### config.mk
export PLATFORM = sky130hd
export DESIGN_NAME = pagerank_scheduler_flat
export DESIGN_NICKNAME = d
export VERILOG_FILES = /design/src/rtl/pagerank_pkg.sv /design/src/rtl/pagerank_scheduler_if.sv /design/src/rtl/pagerank_delta_max.sv /design/src/rtl/pagerank_scheduler.sv /design/src/flat_wrapper.sv
export SDC_FILE = /design/constraint.sdc
export NUM_CORES = 1
export LEC_CHECK = 0
export CORE_MARGIN = 2
export CORE_UTILIZATION = 40
export DETAILED_ROUTE_END_ITERATION = 8
export DONT_BUFFER_PORTS = 1
export GPL_TIMING_DRIVEN = 0
export PLACE_DENSITY = 0.57
export SLEW_MARGIN = 20
export SYNTH_ARGS = -nofsm -noshare
export SYNTH_HDL_FRONTEND = slang
export SYNTH_SLANG_ARGS = --single-unit
### constraint.sdc
create_clock -name clk -period 3.3 [get_ports clk]
set_clock_uncertainty 0.2 [all_clocks]
set_input_delay 0.495 -clock clk [delete_from_list [all_inputs] [get_ports clk]]
set_output_delay 0.495 -clock clk [all_outputs]
set_load 0.005 [all_outputs]
### src/rtl/pagerank_pkg.sv
// Shared PageRank types and fixed-point constants for the scheduler and the update datapath.
// Combinational definitions only; no latency, no backpressure.
package pagerank_pkg;

  localparam int PR_N      = 16;
  localparam int PR_WIDTH  = 16;
  localparam int PR_ITER_W = 8;

  // Q0.WIDTH fixed point: base is 1.0, d is the damping factor (~0.15), db = 1-d.
  localparam int PR_BASE = 1 << PR_WIDTH;
  localparam int PR_D    = 'h2666;
  localparam int PR_DB   = PR_BASE - PR_D;

  typedef enum logic [2:0] {
    IDLE,
    INIT,
    REQ,
    WR,
    CHECK,
    FIN
  } state_t;

  function automatic int init_val(input int n, input int width);
    return (1 << width) / n;
  endfunction

  localparam int PR_INIT_VAL = init_val(PR_N, PR_WIDTH);

endpackage

### src/rtl/pagerank_scheduler_if.sv
// Scheduler <-> datapath/node-store link: update request/ack and node-value write port.
// Request is held until ack; the write port has no backpressure.
interface pagerank_scheduler_if #(
  parameter int N     = 16,
  parameter int WIDTH = 16
);
  localparam int PW = $clog2(N);

  logic             upd_req;
  logic [PW-1:0]    upd_page;
  logic             upd_ack;
  logic [WIDTH-1:0] upd_old;
  logic [WIDTH-1:0] upd_new;
  logic             wr_en;
  logic [PW-1:0]    wr_addr;
  logic [WIDTH-1:0] wr_data;

  modport master (
    output upd_req, upd_page, wr_en, wr_addr, wr_data,
    input  upd_ack, upd_old, upd_new
  );

  modport slave (
    input  upd_req, upd_page, wr_en, wr_addr, wr_data,
    output upd_ack, upd_old, upd_new
  );

endinterface

### src/rtl/pagerank_delta_max.sv
// |new-old| with a registered running maximum; clr wins over en, result valid the cycle after en.
// No backpressure: en is a single-cycle capture strobe.
module pagerank_delta_max #(
  parameter int WIDTH = 16
) (
  input  logic             clk,
  input  logic             reset,
  input  logic             clr,
  input  logic             en,
  input  logic [WIDTH-1:0] new_val,
  input  logic [WIDTH-1:0] old_val,
  output logic [WIDTH-1:0] max_delta
);

  logic [WIDTH-1:0] delta;

  assign delta = (new_val >= old_val) ? (new_val - old_val) : (old_val - new_val);

  always_ff @(posedge clk or negedge reset) begin
    if (!reset) begin
      max_delta <= '0;
    end else if (clr) begin
      max_delta <= '0;
    end else if (en && (delta > max_delta)) begin
      max_delta <= delta;
    end
  end

endmodule

### src/rtl/pagerank_scheduler.sv
// PageRank sweep sequencer: N-cycle init, then 2 cycles/page + datapath wait, 1-cycle convergence check.
// Holds upd_req/upd_page until upd_ack; abort returns to IDLE on the next cycle without a done pulse.
module pagerank_scheduler
  import pagerank_pkg::*;
#(
  parameter int N      = PR_N,
  parameter int WIDTH  = PR_WIDTH,
  parameter int ITER_W = PR_ITER_W
) (
  input  logic                  clk,
  input  logic                  reset,
  input  logic                  start,
  input  logic                  abort,
  input  logic [WIDTH-1:0]      eps,
  input  logic [ITER_W-1:0]     max_iter,
  pagerank_scheduler_if.master  dp,
  output logic                  busy,
  output logic                  done,
  output logic                  converged,
  output logic [ITER_W-1:0]     iter_count
);

  localparam int              PW        = $clog2(N);
  localparam logic [PW-1:0]   LAST_PAGE = PW'(N - 1);
  localparam logic [WIDTH-1:0] INIT_VAL = WIDTH'(init_val(N, WIDTH));

  state_t            state;
  logic [PW-1:0]     page;
  logic [WIDTH-1:0]  eps_q;
  logic [ITER_W-1:0] max_iter_q;
  logic [WIDTH-1:0]  max_delta;
  logic [ITER_W-1:0] iter_next;
  logic              md_clr;
  logic              md_en;

  assign iter_next = iter_count + 1'b1;
  // Clearing in CHECK is safe: the compare reads max_delta before the clearing edge.
  assign md_clr    = (state == INIT) || (state == CHECK);
  assign md_en     = (state == REQ) && dp.upd_ack && !abort;

  pagerank_delta_max #(
    .WIDTH(WIDTH)
  ) u_delta_max (
    .clk      (clk),
    .reset    (reset),
    .clr      (md_clr),
    .en       (md_en),
    .new_val  (dp.upd_new),
    .old_val  (dp.upd_old),
    .max_delta(max_delta)
  );

  always_ff @(posedge clk or negedge reset) begin
    if (!reset) begin
      state       <= IDLE;
      page        <= '0;
      eps_q       <= '0;
      max_iter_q  <= '0;
      dp.upd_req  <= 1'b0;
      dp.upd_page <= '0;
      dp.wr_en    <= 1'b0;
      dp.wr_addr  <= '0;
      dp.wr_data  <= '0;
      busy        <= 1'b0;
      done        <= 1'b0;
      converged   <= 1'b0;
      iter_count  <= '0;
    end else if (abort && (state != IDLE)) begin
      state      <= IDLE;
      dp.upd_req <= 1'b0;
      dp.wr_en   <= 1'b0;
      busy       <= 1'b0;
      done       <= 1'b0;
      converged  <= 1'b0;
    end else begin
      case (state)
        IDLE: begin
          if (start && !abort) begin
            state      <= INIT;
            eps_q      <= eps;
            max_iter_q <= max_iter;
            iter_count <= '0;
            converged  <= 1'b0;
            page       <= '0;
            busy       <= 1'b1;
            dp.wr_en   <= 1'b1;
            dp.wr_addr <= '0;
            dp.wr_data <= INIT_VAL;
          end
        end
        INIT: begin
          if (page == LAST_PAGE) begin
            dp.wr_en <= 1'b0;
            page     <= '0;
            if (max_iter_q == '0) begin
              state <= FIN;
              done  <= 1'b1;
            end else begin
              state       <= REQ;
              dp.upd_req  <= 1'b1;
              dp.upd_page <= '0;
            end
          end else begin
            page       <= page + 1'b1;
            dp.wr_addr <= page + 1'b1;
          end
        end
        REQ: begin
          if (dp.upd_ack) begin
            state      <= WR;
            dp.upd_req <= 1'b0;
            dp.wr_en   <= 1'b1;
            dp.wr_addr <= page;
            dp.wr_data <= dp.upd_new;
          end
        end
        WR: begin
          dp.wr_en <= 1'b0;
          if (page == LAST_PAGE) begin
            state <= CHECK;
          end else begin
            state       <= REQ;
            page        <= page + 1'b1;
            dp.upd_req  <= 1'b1;
            dp.upd_page <= page + 1'b1;
          end
        end
        CHECK: begin
          iter_count <= iter_next;
          if (max_delta <= eps_q) begin
            state     <= FIN;
            converged <= 1'b1;
            done      <= 1'b1;
          end else if (iter_next == max_iter_q) begin
            state     <= FIN;
            converged <= 1'b0;
            done      <= 1'b1;
          end else begin
            state       <= REQ;
            page        <= '0;
            dp.upd_req  <= 1'b1;
            dp.upd_page <= '0;
          end
        end
        FIN: begin
          state <= IDLE;
          done  <= 1'b0;
          busy  <= 1'b0;
        end
        default: state <= IDLE;
      endcase
    end
  end

endmodule

### src/flat_wrapper.sv
// flat-port wrapper written by rule: the top's interface ports become plain ports
module pagerank_scheduler_flat import pagerank_pkg::*;
#(
  parameter int N      = PR_N,
  parameter int WIDTH  = PR_WIDTH,
  parameter int ITER_W = PR_ITER_W
)
  (clk, reset, start, abort, eps, max_iter, busy, done, converged, iter_count, dp_upd_req, dp_upd_page, dp_wr_en, dp_wr_addr, dp_wr_data, dp_upd_ack, dp_upd_old, dp_upd_new);
  pagerank_scheduler_if #(.N(N), .WIDTH(WIDTH)) dp_i ();
  input  logic clk;
  input  logic reset;
  input  logic start;
  input  logic abort;
  input  logic [WIDTH-1:0] eps;
  input  logic [ITER_W-1:0] max_iter;
  output logic busy;
  output logic done;
  output logic converged;
  output logic [ITER_W-1:0] iter_count;
  output wire logic [$bits(dp_i.upd_req)-1:0] dp_upd_req;
  output wire logic [$bits(dp_i.upd_page)-1:0] dp_upd_page;
  output wire logic [$bits(dp_i.wr_en)-1:0] dp_wr_en;
  output wire logic [$bits(dp_i.wr_addr)-1:0] dp_wr_addr;
  output wire logic [$bits(dp_i.wr_data)-1:0] dp_wr_data;
  input wire logic [$bits(dp_i.upd_ack)-1:0] dp_upd_ack;
  input wire logic [$bits(dp_i.upd_old)-1:0] dp_upd_old;
  input wire logic [$bits(dp_i.upd_new)-1:0] dp_upd_new;
  assign dp_upd_req = dp_i.upd_req;
  assign dp_upd_page = dp_i.upd_page;
  assign dp_wr_en = dp_i.wr_en;
  assign dp_wr_addr = dp_i.wr_addr;
  assign dp_wr_data = dp_i.wr_data;
  assign dp_i.upd_ack = dp_upd_ack;
  assign dp_i.upd_old = dp_upd_old;
  assign dp_i.upd_new = dp_upd_new;
  pagerank_scheduler #(.N(N), .WIDTH(WIDTH), .ITER_W(ITER_W)) u_core (.clk(clk), .reset(reset), .start(start), .abort(abort), .eps(eps), .max_iter(max_iter), .dp(dp_i), .busy(busy), .done(done), .converged(converged), .iter_count(iter_count));
endmodule
======== Yosys cells after proc, flatten, opt, wreduce, memory -nomap -nowiden ========
Index checks and enable logic that the tools add are counted.
operators by class
  add/subtract/negate cells ............... 4
  $mul .................................... 0
  div/mod/pow operators ................... 0
  $lt $le $gt $ge ......................... 3
  equality and inequality tests ........... 24
  shift-type cells ........................ 0
  multiplexer cells ....................... 54
  bitwise logic cells ..................... 1
  reductions and logical operators ........ 33
operators by type and width
  operator                                       count
  2-to-1 mux 16 bit                              5
  2-to-1 mux 4 bit                               8
  one-hot mux 16 bit (2 select lines)            1
  subtractor 16 bit                              2
  2-to-1 mux 3 bit                               8
  one-hot mux 4 bit (3 select lines)             2
  2-to-1 mux 1 bit                               21
  inequality test 3 bit (second input constant)  6
  >= comparator 16 bit                           1
  > comparator 16 bit                            1
  <= comparator 16 bit                           1
  one-hot mux 4 bit (4 select lines)             1
  one-hot mux 8 bit (2 select lines)             1
  one-hot mux 3 bit (5 select lines)             1
  nonzero test 3 bit                             5
  inequality test 2 bit (second input constant)  7
  AND reduction 7 bit                            2
  AND reduction 3 bit                            4
  AND reduction 4 bit                            3
  nonzero test 5 bit                             2
  adder 8 x 1 -> 8 bit (second input constant)   1
  == test 8 bit                                  1
  zero test 8 bit                                1
  2-to-1 mux 8 bit                               1
  22 further kinds                               33
storage, ports and cells
  register bits after elaboration ......... 84
  latch bits .............................. 0
  RAM bits ................................ 0
  ROM bits ................................ 0
  output and inout bits ................... 37
  logic and storage cells ................. 133
  memories ................................ 0

======== Depth between registers and ports, before layout ========
Gate-level depths: netlist (run 1).
  word-level depth ........................ 6
  gate-level depth with buffers ........... 23

======== By module ========
A second synthesis (run 1) with hierarchy kept.
second synthesis, totals
  cell total of the unflattened synthesis .. 728
  area, all modules ....................... 6615.1 um^2
by module, submodules not included
  module              instances  cells an instance  area each (um^2)  sequential area each (um^2)
  pagerank_scheduler  1          374                3832.4            1701.6
  pagerank_delta_max  1          354                2782.7            400.4

======== Worst setup path before layout (run 1) ========
No wires, ideal clock.
  path type ............................... input -> register
  start ................................... input dp_upd_new[4]
  end ..................................... register u_core.u_delta_max.max_delta[10]
  library setup time ...................... 125 ps
  data arrival time ....................... 4242 ps
  required time ........................... 2975 ps
  slack ................................... -1266 ps
  cell stages on the path ................. 21
  cell sequence ........................... inv_1 > ha_1 > buf_2 > nand2_1 > o31ai_1 > a21oi_1 > o41ai_4 > buf_6 > buf_8 > nand3b_2 > o31ai_2 > xnor2_1 > ha_1 > a211o_1 > o211ai_1 > a31oi_1 > o21ai_0 > o211a_1 > a311o_1 > clkbuf_1 > mux2_2
on the way
  word-level cells in the longest chain between the ends .. 5
  elaborated cells between the ends (all ways) .. 9
  those cells by class .................... add/sub (2); order compare (2); mux (3); reduce/logical (2)
RTL lines
  what                                                       RTL line                  text
  start, declared                                            flat_wrapper.sv:27        input wire logic [$bits(dp_i.upd_new)-1:0] dp_upd_new;
  subtractor 16 bit or >= comparator 16 bit (tied branches)  pagerank_delta_max.sv:17  assign delta = (new_val >= old_val) ? (new_val - old_val) : (old_val - new_val);
  2-to-1 mux 16 bit *                                        pagerank_delta_max.sv:17
  > comparator 16 bit                                        pagerank_delta_max.sv:24  end else if (en && (delta > max_delta)) begin
  logical AND 1 bit                                          pagerank_delta_max.sv:24
  nonzero test 2 bit (no line)                               -
  end signal, assigned                                       pagerank_delta_max.sv:25  max_delta <= delta;
  end, declared                                              pagerank_delta_max.sv:12  output logic [WIDTH-1:0] max_delta
Every way passes the cells marked *; elsewhere a longest branch is shown, timed or not. The select of a mux whose other input is x is not followed.
A chain may end at the register's enable or synchronous reset.

======== Final worst setup path (run 1) ========
  start ................................... input dp_upd_new[0]
  end ..................................... register u_core.u_delta_max.max_delta[14]
The elaborated chain is that of the path after synthesis.

==> results.yml, run 1 <==
timing:
  period_minus_slack_ps: 4250
  max_slew_margin_pct: 45.3
  rsz0062_at_grt: "true"
  worst_slew_pin_slew_ps: 812
  fin_crit_sh_pct: 129
  setup_slack_ps: -950
  setup_viol: 16
  hold_viol: 0
  fmax_mhz: 235
  report.final.slew_viol_count: 0
die:
  rows: 45
  die_h_microns: 130
  fp.dieArea_sq_mm: 0.0169
  start_util_pct: 41.3
  pin_count: 98
  coreArea_sq_mm: 0.0153
  dieWidth_microns: 130
grt:
  grt_overflow: 0
  antenna_found_initial: 0
  grt_max_degree: 85
  grt_pass1_wl_microns: 27400
  grt.total_usage_pct: 20.7
  grt_pass1_vias: 5401
power_and_ir_drop:
  power.total_uw: 4830
  peakVddDrop_mv: 0.271
  seqPwrFrac_pct: 34.9
  p_leak_uw: 0.00357
  p_sw_uw: 1920
  swShare_pct: 39.6
  combPwrFrac_pct: 44.9
  clockPowerShare_pct: 20.1
  powerDensity_mw_per_mm2: 626
  p_int_uw: 2920
cells_and_area:
  drive_gt1_share_pct: 21.9
  final_cells: 977
  final_nets: 890
  antenna_cells: 0
  design_area_sq_mm: 0.00772
  area_growth_pct: 21.9
  mostFrequentLayoutCells: "dfrtp_1, inv_1, nand2_1, ha_1, a21oi_1"
  layout_commonest_cell: "dfrtp_1"
  n_fill_cell: 1458
detailed_routing:
  drc: 0
  ant_nets: 0
  drtIter0Drc: 313
  drt-wirelength-per-cell_microns: 17.2
  first_pass_iters: 5
  finalWirelength_microns: 16800
  via_count: 5294
  viasPerCell: 5.42
worst_setup_path:
  end_kind: "flop"
  path_class: "in -> reg"
  rr_endpoint: "u_core.dp.wr_data[14]"
  cp.required_ps: 3330
  worstRegToRegCells: 11
  rr_startpoint: "u_core.page[0]"
  cp.arrival_ps: 4280
  cp_max_fo: 6
  startpoint_type: "input pin"
  reg2reg_slack_ps: 260
min_path:
  min_to: "u_core.dp.wr_data[13]"
  whs_path_depth: 2
  hold_class: "in -> reg"
  hp-start: "dp_upd_new[13]"
cts:
  h-tree-depth: 3
  cts_buffer_depth: 2
  cts_made_buffers: 9
  clockRootBuffer: "clkbuf_16"
  cts.sinks: 84
  worstSkewPairLatency_ps: 350
  cts_tree: "built"
  path_clk_slew_ps: 70
status:
  violations: "negative setup slack"
  outcome: "complete, but fails checks"
place:
  place_area_sq_mm: 0.00686
  dp_cells: 929
  place.gp.congestion: 0.852
  place_hpwl_microns: 12600
  numPortBuffers: 0
synth:
  yosysUniqueCellTypes: 63
  syn_nets: 846
  synth_area_leaders: "dfrtp_1, ha_1, mux2_2"
  ys_warn_count: 0
  ys_seq_elements: 84
  synth_top_area_share_pct: 33.2
  syn_area_per_cell_sq_um: 8.82
  synth_edf_count: 0
  async_reset_ff_share_pct: 100
  synth.largest_area_cell: "dfrtp_1"
  ys.flop_type: "dfrtp_1"
  syn_inst: 718
  ys_seq_area_share_pct: 33.2
  netlist_area_sq_mm: 0.00633
job:
  maxCapViolCount: 0
area by class of cell:
class	count	area (sq um)	area share (%)
Multi-Input combinational cell	526	4220	54.7
Sequential cell	84	2100	27.2
Timing Repair Buffer	37	334	4.33
Inverter	76	318	4.12
Tap cell	211	264	3.42
Clock buffer	10	239	3.10
Buffer	28	204	2.64
Clock inverter	5	36.3	0.470
power by group through the flow:
stage / clock (uW) / combinational, uW / sequential (uW)
2_1_floorplan: 0 / 1530 / 1610
3_3_place_gp: 0 / 1880 / 1700
3_5_place_dp: 0 / 1940 / 1710
4_1_cts: 1000 / 2110 / 1690
5_1_grt: 1050 / 2450 / 1740
6_report: 973 / 2170 / 1690
critical path: stages:
cell	delay, ps
clkinv_16	20
ha_4	110
inv_2	30
fa_2	360
a21oi_4	150
o21ai_2	80
a21oi_2	220
o41ai_4	80
buf_4	160
buf_12	140
buf_8	130
buf_6	110
mux2i_1	160
o21ai_2	100
xor2_2	190
ha_1	280
nand4_1	140
buf_4	170
o211a_1	220
a311o_2	430
buf_8	160
mux2_4	290
cells in the mapped netlist, types with 10 or more instances:
cell      number
xnor2_1       14
clkbuf_1      20
xor2_1        12
o21ai_1       25
nor3_1        10
a21oi_1       54
nand2_1       64
ha_1          65
inv_1         76
and2_1        15
a21o_1        12
nor2b_1       11
mux2_2        35
nand2b_1      10
nand4_1       12
o21ai_0       29
dfrtp_1       84
nand3_1       17
nor2_1        35
mux2i_1       10
registers in the layout (all words and copies together), names as in the netlist:
| name | flops |
|---|---|
| u_core.dp.upd_page | 4 |
| u_core.done | 1 |
| u_core.busy | 1 |
| u_core.page | 4 |
| u_core.converged | 1 |
| u_core.dp.wr_en | 1 |
| u_core.max_iter_q | 8 |
| u_core.eps_q | 16 |
| u_core.dp.upd_req | 1 |
| u_core.state | 3 |
| u_core.u_delta_max.max_delta | 16 |
| u_core.dp.wr_data | 16 |
| u_core.dp.wr_addr | 4 |
| u_core.iter_count | 8 |
timing repair:
action                                 CTS  global route
buffers inserted                        28             6
setup endpoints to repair               16            32
cloned                                   1             0
endpoints found under the hold margin   84             0
pin swaps                               26            15
gates resized for setup                 35            36
hold buffers                             2             0
how the worst max path moves through the flow:
| stage | to | slack [ps] | start |
|---|---|---|---|
| 2_1_floorplan | u_core.u_delta_max.max_delta[4] | -860 | dp_upd_new[0] |
| 3_3_place_gp | u_core.u_delta_max.max_delta[14] | -1510 | dp_upd_new[12] |
| 3_5_place_dp | u_core.u_delta_max.max_delta[4] | -1520 | dp_upd_new[12] |
| 4_1_cts | u_core.u_delta_max.max_delta[4] | -1010 | dp_upd_new[1] |
| 5_1_grt | u_core.u_delta_max.max_delta[4] | -1210 | dp_upd_new[0] |
| 6_report | u_core.u_delta_max.max_delta[14] | -950 | dp_upd_new[0] |
kinds of logic (layout without fill, tap and decap cells):
kind of cell               after synthesis  in the layout  share of synthesized area, %
and+or+nand+nor                        197            197                          15.2
AOI/OAI and AO/OA                      188            188                          19.2
buffers and inverters                  108            156                          6.90
DFF                                     84             84                          33.2
adders and majority gates               67             67                          13.5
muxes                                   48             48                          8.34
xor gates and xnor gates                26             26                          3.60
per-layer routing:
metal / global-route usage [%] / vias to the layer above / part of all wire (%)
met1: 26.1 / 2564 / 45
met2: 36.1 / 113 / 50
met3: 3.81 / 13 / 3.6
met4: 6.01 / 0 / 1.4
met5: 0 / - / 0
li1: - / 2604 / -
per-stage QoR:
| step | hold WS [ps] | utilization [%] | setup TNS (ps) | setup WS, ps |
|---|---|---|---|---|
| after floorplan | -0.591 | - | -12790 | -863 |
| after global placement | 3.27 | 44.8 | -23160 | -1510 |
| after global routing | 63.7 | 50.4 | -18840 | -1210 |
| final | 62.2 | 50.4 | -14670 | -950 |
| after detailed placement | 2.95 | 44.8 | -23460 | -1520 |
| after CTS | 49.8 | 49.4 | -15500 | -1010 |
Power figures use the tool's default switching activity.
==> inputs of run 2 (changes only) <==
Settings changed: PLACE_DENSITY 0.57 to not set, PLACE_DENSITY_LB_ADDON set to 0.3, TNS_END_PERCENT set to 1.
==> run 2 against run 1 <==
Maximum frequency down 4.2%. Non-clock buffer count down 20. The flow still finishes with violations (negative setup slack). Clock power up 8%. First-iteration DRC count down 1.6%. Critical path depth unchanged. Register-to-register slack worse by 30 ps. Largest power group unchanged.
==> results.yml, run 2 (synthesized netlist as in run 1, its figures left out) <==
grt:
  grt.total_usage_pct: 19.8
  antenna_found_initial: 0
  grt_pass1_vias: 5253
  grt_overflow: 0
  grt_pass1_wl_microns: 26500
  grt_max_degree: 85
worst_setup_path:
  startpoint_type: "input pin"
  rr_startpoint: "u_core.page[0]"
  worst-path-buf-inv: 6
  cpMaxStageDelayCell: "o41ai_4"
  path_class: "in -> reg"
  reg2reg_slack_ps: 230
  crit_path_max_incr_delay_ps: 340
  cp_max_fo: 10
  end_kind: "flop"
  crit_family: "compound AO/OA/AOI/OAI gates"
  critPathLaunch: "dp_upd_new[2]"
  cp.arrival_ps: 4470
  cp.required_ps: 3330
  cp_cell_sequence: "inv_1 -> ha_4 -> buf_6 -> nand4_1 -> o31ai_2 -> a21oi_2 -> o41ai_4 -> buf_6 -> buf_12 -> buf_12 -> nand3b_2 -> o31ai_4 -> xnor2_2 -> ha_1 -> a211o_1 -> o211ai_1 -> a31oi_1 -> o21ai_1 -> o211a_1 -> a311o_1 -> clkbuf_8 -> mux2_2"
die:
  die_h_microns: 130
  coreArea_sq_mm: 0.0153
  start_util_pct: 41.3
  rows: 45
  pin_count: 98
  dieWidth_microns: 130
  fp.dieArea_sq_mm: 0.0169
place:
  place_hpwl_microns: 12400
  numPortBuffers: 0
  pre_cts_slack_ps: -1620
  place.gp.congestion: 0.906
detailed_routing:
  viasPerCell: 5.44
  drc: 0
  drt-wirelength-per-cell_microns: 16.7
  via_count: 5209
  drtIter0Drc: 308
  ant_nets: 0
  finalWirelength_microns: 16000
  first_pass_iters: 5
timing:
  setup_slack_ps: -1140
  setup_viol: 16
  rsz0062_at_grt: "true"
  period_minus_slack_ps: 4440
  report.final.slew_viol_count: 0
  worst_slew_pin_slew_ps: 784
  hold_viol: 0
  max_slew_margin_pct: 47.2
  finalSetupTns_ps: -17460
  fin_crit_sh_pct: 134
  fmax_mhz: 225
cells_and_area:
  area_growth_pct: 14.3
  layout_commonest_cell: "dfrtp_1"
  antenna_cells: 0
  mostFrequentLayoutCells: "dfrtp_1, inv_1, nand2_1, ha_1, a21oi_1"
  top_regs: "u_core.dp.wr_data: 16 flops, u_core.eps_q: 16 flops, u_core.u_delta_max.max_delta: 16 flops"
  final_nets: 870
  drive_gt1_share_pct: 14.6
  n_fill_cell: 1460
min_path:
  hold_class: "in -> reg"
  hp-start: "dp_upd_new[10]"
cts:
  cts_buffer_depth: 2
  h-tree-depth: 3
  cts_tree: "built"
  cts.sinks: 84
  worstSkewPairLatency_ps: 350
  clockRootBuffer: "clkbuf_16"
  path_clk_slew_ps: 70
  cts_made_buffers: 9
power_and_ir_drop:
  combPwrFrac_pct: 41.9
  p_int_uw: 2860
  clockPowerShare_pct: 22.3
  power.total_uw: 4710
  seqPwrFrac_pct: 35.8
  swShare_pct: 39.2
  p_sw_uw: 1850
  peakVddDrop_mv: 0.326
  powerDensity_mw_per_mm2: 651
  p_leak_uw: 0.00337
status:
  violations: "negative setup slack"
  outcome: "complete, but fails checks"
job:
  maxCapViolCount: 0
run 2: area by class of cell:
| type | instances | area (sq um) | area share (%) |
|---|---|---|---|
| Inverter | 76 | 285 | 3.94 |
| Clock buffer | 10 | 229 | 3.16 |
| Buffer | 32 | 210 | 2.91 |
| Multi-Input combinational cell | 526 | 3930 | 54.3 |
| Sequential cell | 84 | 2100 | 29.1 |
| Timing Repair Buffer | 13 | 143 | 1.97 |
| Clock inverter | 6 | 72.6 | 1.00 |
| Tap cell | 211 | 264 | 3.65 |
run 2: what timing repair did:
| item | in CTS | in global routing |
|---|---|---|
| endpoints found under the hold margin | 84 | 0 |
| resized for setup | 20 | 9 |
| hold buffers | 2 | 0 |
| pin swaps | 18 | 2 |
| setup buffers | 11 | 0 |
| cloned | 1 | 0 |
| endpoints found under the setup margin | 16 | 32 |
run 2: power by group through the flow:
stage,Combinational (uW),Sequential (uW),Clock (uW)
2_1_floorplan,1490,1610,0
3_3_place_gp,1820,1700,0
3_5_place_dp,1880,1710,0
4_1_cts,1970,1690,1080
5_1_grt,2260,1740,1120
6_report,1970,1690,1050
run 2: metal layers:
layer | track usage, % | up-vias | wire (microns)
met5 | 0 | - | 0
met4 | 7.02 | 0 | 359
met3 | 4.10 | 27 | 752
met2 | 33.7 | 116 | 7750
met1 | 25.1 | 2488 | 7140
li1 | - | 2578 | -
run 2: metrics by stage:
step                      instance area, sq um  cells  hold slack, ps  util (%)
after global placement                    6660    929            2.31      43.5
final                                     7240    958            63.4      47.2
after floorplan                           6400    718          -0.591         -
after CTS                                 7210    958            50.7      47.1
after global routing                      7240    958            65.2      47.2
after detailed placement                  6660    929            1.91      43.5
run 2: worst paths after layout:
kind,end,depth (start not counted)
setup / recovery,u_core.u_delta_max.max_delta[10],22
max in group asynchronous,u_core.u_delta_max.max_delta[4],2
min in group asynchronous,u_core.dp.upd_req,2
hold / removal,u_core.dp.wr_data[10],2
hold reg to reg,u_core.eps_q[3],1
setup reg to reg,u_core.dp.wr_data[10],11
==> inputs of run 3 (changes only) <==
Settings changed: CORE_UTILIZATION 40 to 45, CTS_CLUSTER_SIZE set to 30.
==> run 3 against run 2 <==
The run still ends with negative setup slack left. Die area shrank 11%. Global-route usage grew 3.2 points. Flip-flop and latch count is the same. Utilization increased by 7.8 points. Setup slack worse by 26 ps. Via count up 4.1%. Routed wire length grew 4.7%. Combinational power grew 9%. Final area grew 5.1%. Total power up 4.4%. Clock power barely moved. Register-to-register slack barely moved.
==> results.yml, run 3 (synthesized netlist as in run 1, its figures left out) <==
timing:
  setup_viol: 16
  finalSetupTns_ps: -18100
  fmax_mhz: 224
  holdWs_ps: 52.7
  rsz0062_at_grt: "true"
  report.final.slew_viol_count: 0
  period_minus_slack_ps: 4460
  max_slew_margin_pct: 50.6
  setup_slack_ps: -1160
  fin_crit_sh_pct: 135
  worst_slew_pin_slew_ps: 734
  hold_viol: 0
detailed_routing:
  ant_nets: 0
  drc: 0
  drtIter0Drc: 265
  viasPerCell: 5.73
  finalWirelength_microns: 16800
  first_pass_iters: 5
  via_count: 5424
  drt-wirelength-per-cell_microns: 17.7
grt:
  grtUsageMet1_pct: 28.1
  busiest_layer: "met2"
  grt_overflow: 0
  grt.total_usage_pct: 23.0
  gr-usage-met3_pct: 5.07
  grt_max_degree: 85
  grt_pass1_wl_microns: 27300
  antenna_found_initial: 0
  met2_usage_pct: 39.8
  grt_pass1_vias: 5564
worst_setup_path:
  startpoint_type: "input pin"
  cp.required_ps: 3330
  path_class: "in -> reg"
  cp_max_fo: 10
  cp.arrival_ps: 4490
  end_kind: "flop"
min_path:
  hold_class: "in -> reg"
place:
  place.gp.congestion: 0.903
  numPortBuffers: 0
  place_hpwl_microns: 12200
cells_and_area:
  multiInputGateArea_sq_mm: 0.00411
  area_growth_pct: 20.1
  layout_commonest_cell: "dfrtp_1"
  drive_gt1_share_pct: 20.2
  antenna_cells: 0
  mostFrequentLayoutCells: "dfrtp_1, inv_1, nand2_1, ha_1, a21oi_1"
  n_fill_cell: 1215
  top_regs: "u_core.dp.wr_data: 16 flops, u_core.eps_q: 16 flops, u_core.u_delta_max.max_delta: 16 flops"
  regArea_sq_mm: 0.00210
  final_nets: 890
job:
  maxCapViolCount: 0
power_and_ir_drop:
  peakVddDrop_mv: 0.311
  powerDensity_mw_per_mm2: 646
  power.total_uw: 4920
  p_leak_uw: 0.00357
die:
  rows: 43
  start_util_pct: 45.8
  coreArea_sq_mm: 0.0138
  pin_count: 98
  dieWidth_microns: 123
  fp.dieArea_sq_mm: 0.0150
  die_h_microns: 123
cts:
  cts.sinks: 84
  cts_buffer_depth: 2
  h-tree-depth: 3
  worstSkewPairLatency_ps: 360
  cts_made_buffers: 9
  cts_tree: "built"
  clockRootBuffer: "clkbuf_16"
  path_clk_slew_ps: 70
status:
  outcome: "complete, but fails checks"
  violations: "negative setup slack"
==> run 3: cell count changes in the layout (fill, tap and decap cells not counted), sizes merged <==
cell      before  now
buf           24   47
clkbuf        30   27
clkinv         0    2
clkinvlp       3    1
==> run 3: repair_timing <==
action	4_1_cts	5_1_grt
endpoints found under the setup margin	16	32
resized for setup	58	26
hold buffers	2	0
cloned	2	0
pin swaps	22	17
endpoints found under the hold margin	84	0
buffers inserted	27	5
==> run 3: path summary, 6_finish.rpt <==
check	from	endpoint	slack, ps	cells after the start
worst min register to register	u_core.eps_q[13]	u_core.eps_q[13]	300	1
worst max-delay path	dp_upd_new[0]	u_core.u_delta_max.max_delta[5]	-1160	23
max in group asynchronous	reset	u_core.eps_q[12]	2000	2
min in group asynchronous	reset	u_core.dp.wr_data[7]	510	2
worst min-delay path	dp_upd_new[7]	u_core.dp.wr_data[7]	50	2
worst max register to register	u_core.page[0]	u_core.dp.wr_data[14]	240	11
==> run 3: metal layers <==
layer | vias to the layer above | wire [microns]
met5 | - | 0
met4 | 0 | 238
met3 | 21 | 834
met2 | 130 | 8350
met1 | 2662 | 7340
li1 | 2611 | -
==> run 3: worst max-delay path, cell delays in order <==
cell and delay [ps]:
inv_12 30, ha_4 120, inv_2 40, fa_2 360
a21oi_4 190, o21ai_2 90, a21oi_2 230, o41ai_4 80
buf_6 140, buf_12 120, buf_12 130, buf_12 150
o31ai_4 260, xnor2_2 120, ha_1 300, and4_1 220
o21ai_0 100, a31oi_1 170, o21ai_1 80, o211a_1 130
a311o_2 450, buf_8 170, mux2_4 290
==> run 3: area by class of cell <==
| type | count | share of cell area [%] |
|---|---|---|
| multi-input cells | 526 | 54.0 |
| flip-flops and latches | 84 | 27.6 |
| repair buffers | 35 | 4.64 |
| inverters | 76 | 3.92 |
| clock buffers | 10 | 3.14 |
| well taps | 180 | 2.96 |
| plain buffers | 30 | 2.78 |
| clock inverters | 6 | 0.938 |
==> run 3: power by group <==
part           switching, uW  total, uW  leakage [uW]  internal, uW
logic                   1160       2140       0.00233           975
clock network            466       1080      0.000151           616
registers                306       1690       0.00109          1390
==> run 3: stage by stage <==
stage | instances | area, sq um | utilization (%) | worst slack, ps
finish | 947 | 7610 | 55.0 | -1160
detailed placement | 898 | 6620 | 47.9 | -1590
CTS | 944 | 7470 | 54.0 | -1160
global placement | 898 | 6620 | 47.9 | -1620
floorplan | 718 | 6400 | - | -960
global route | 947 | 7610 | 55.0 | -1340
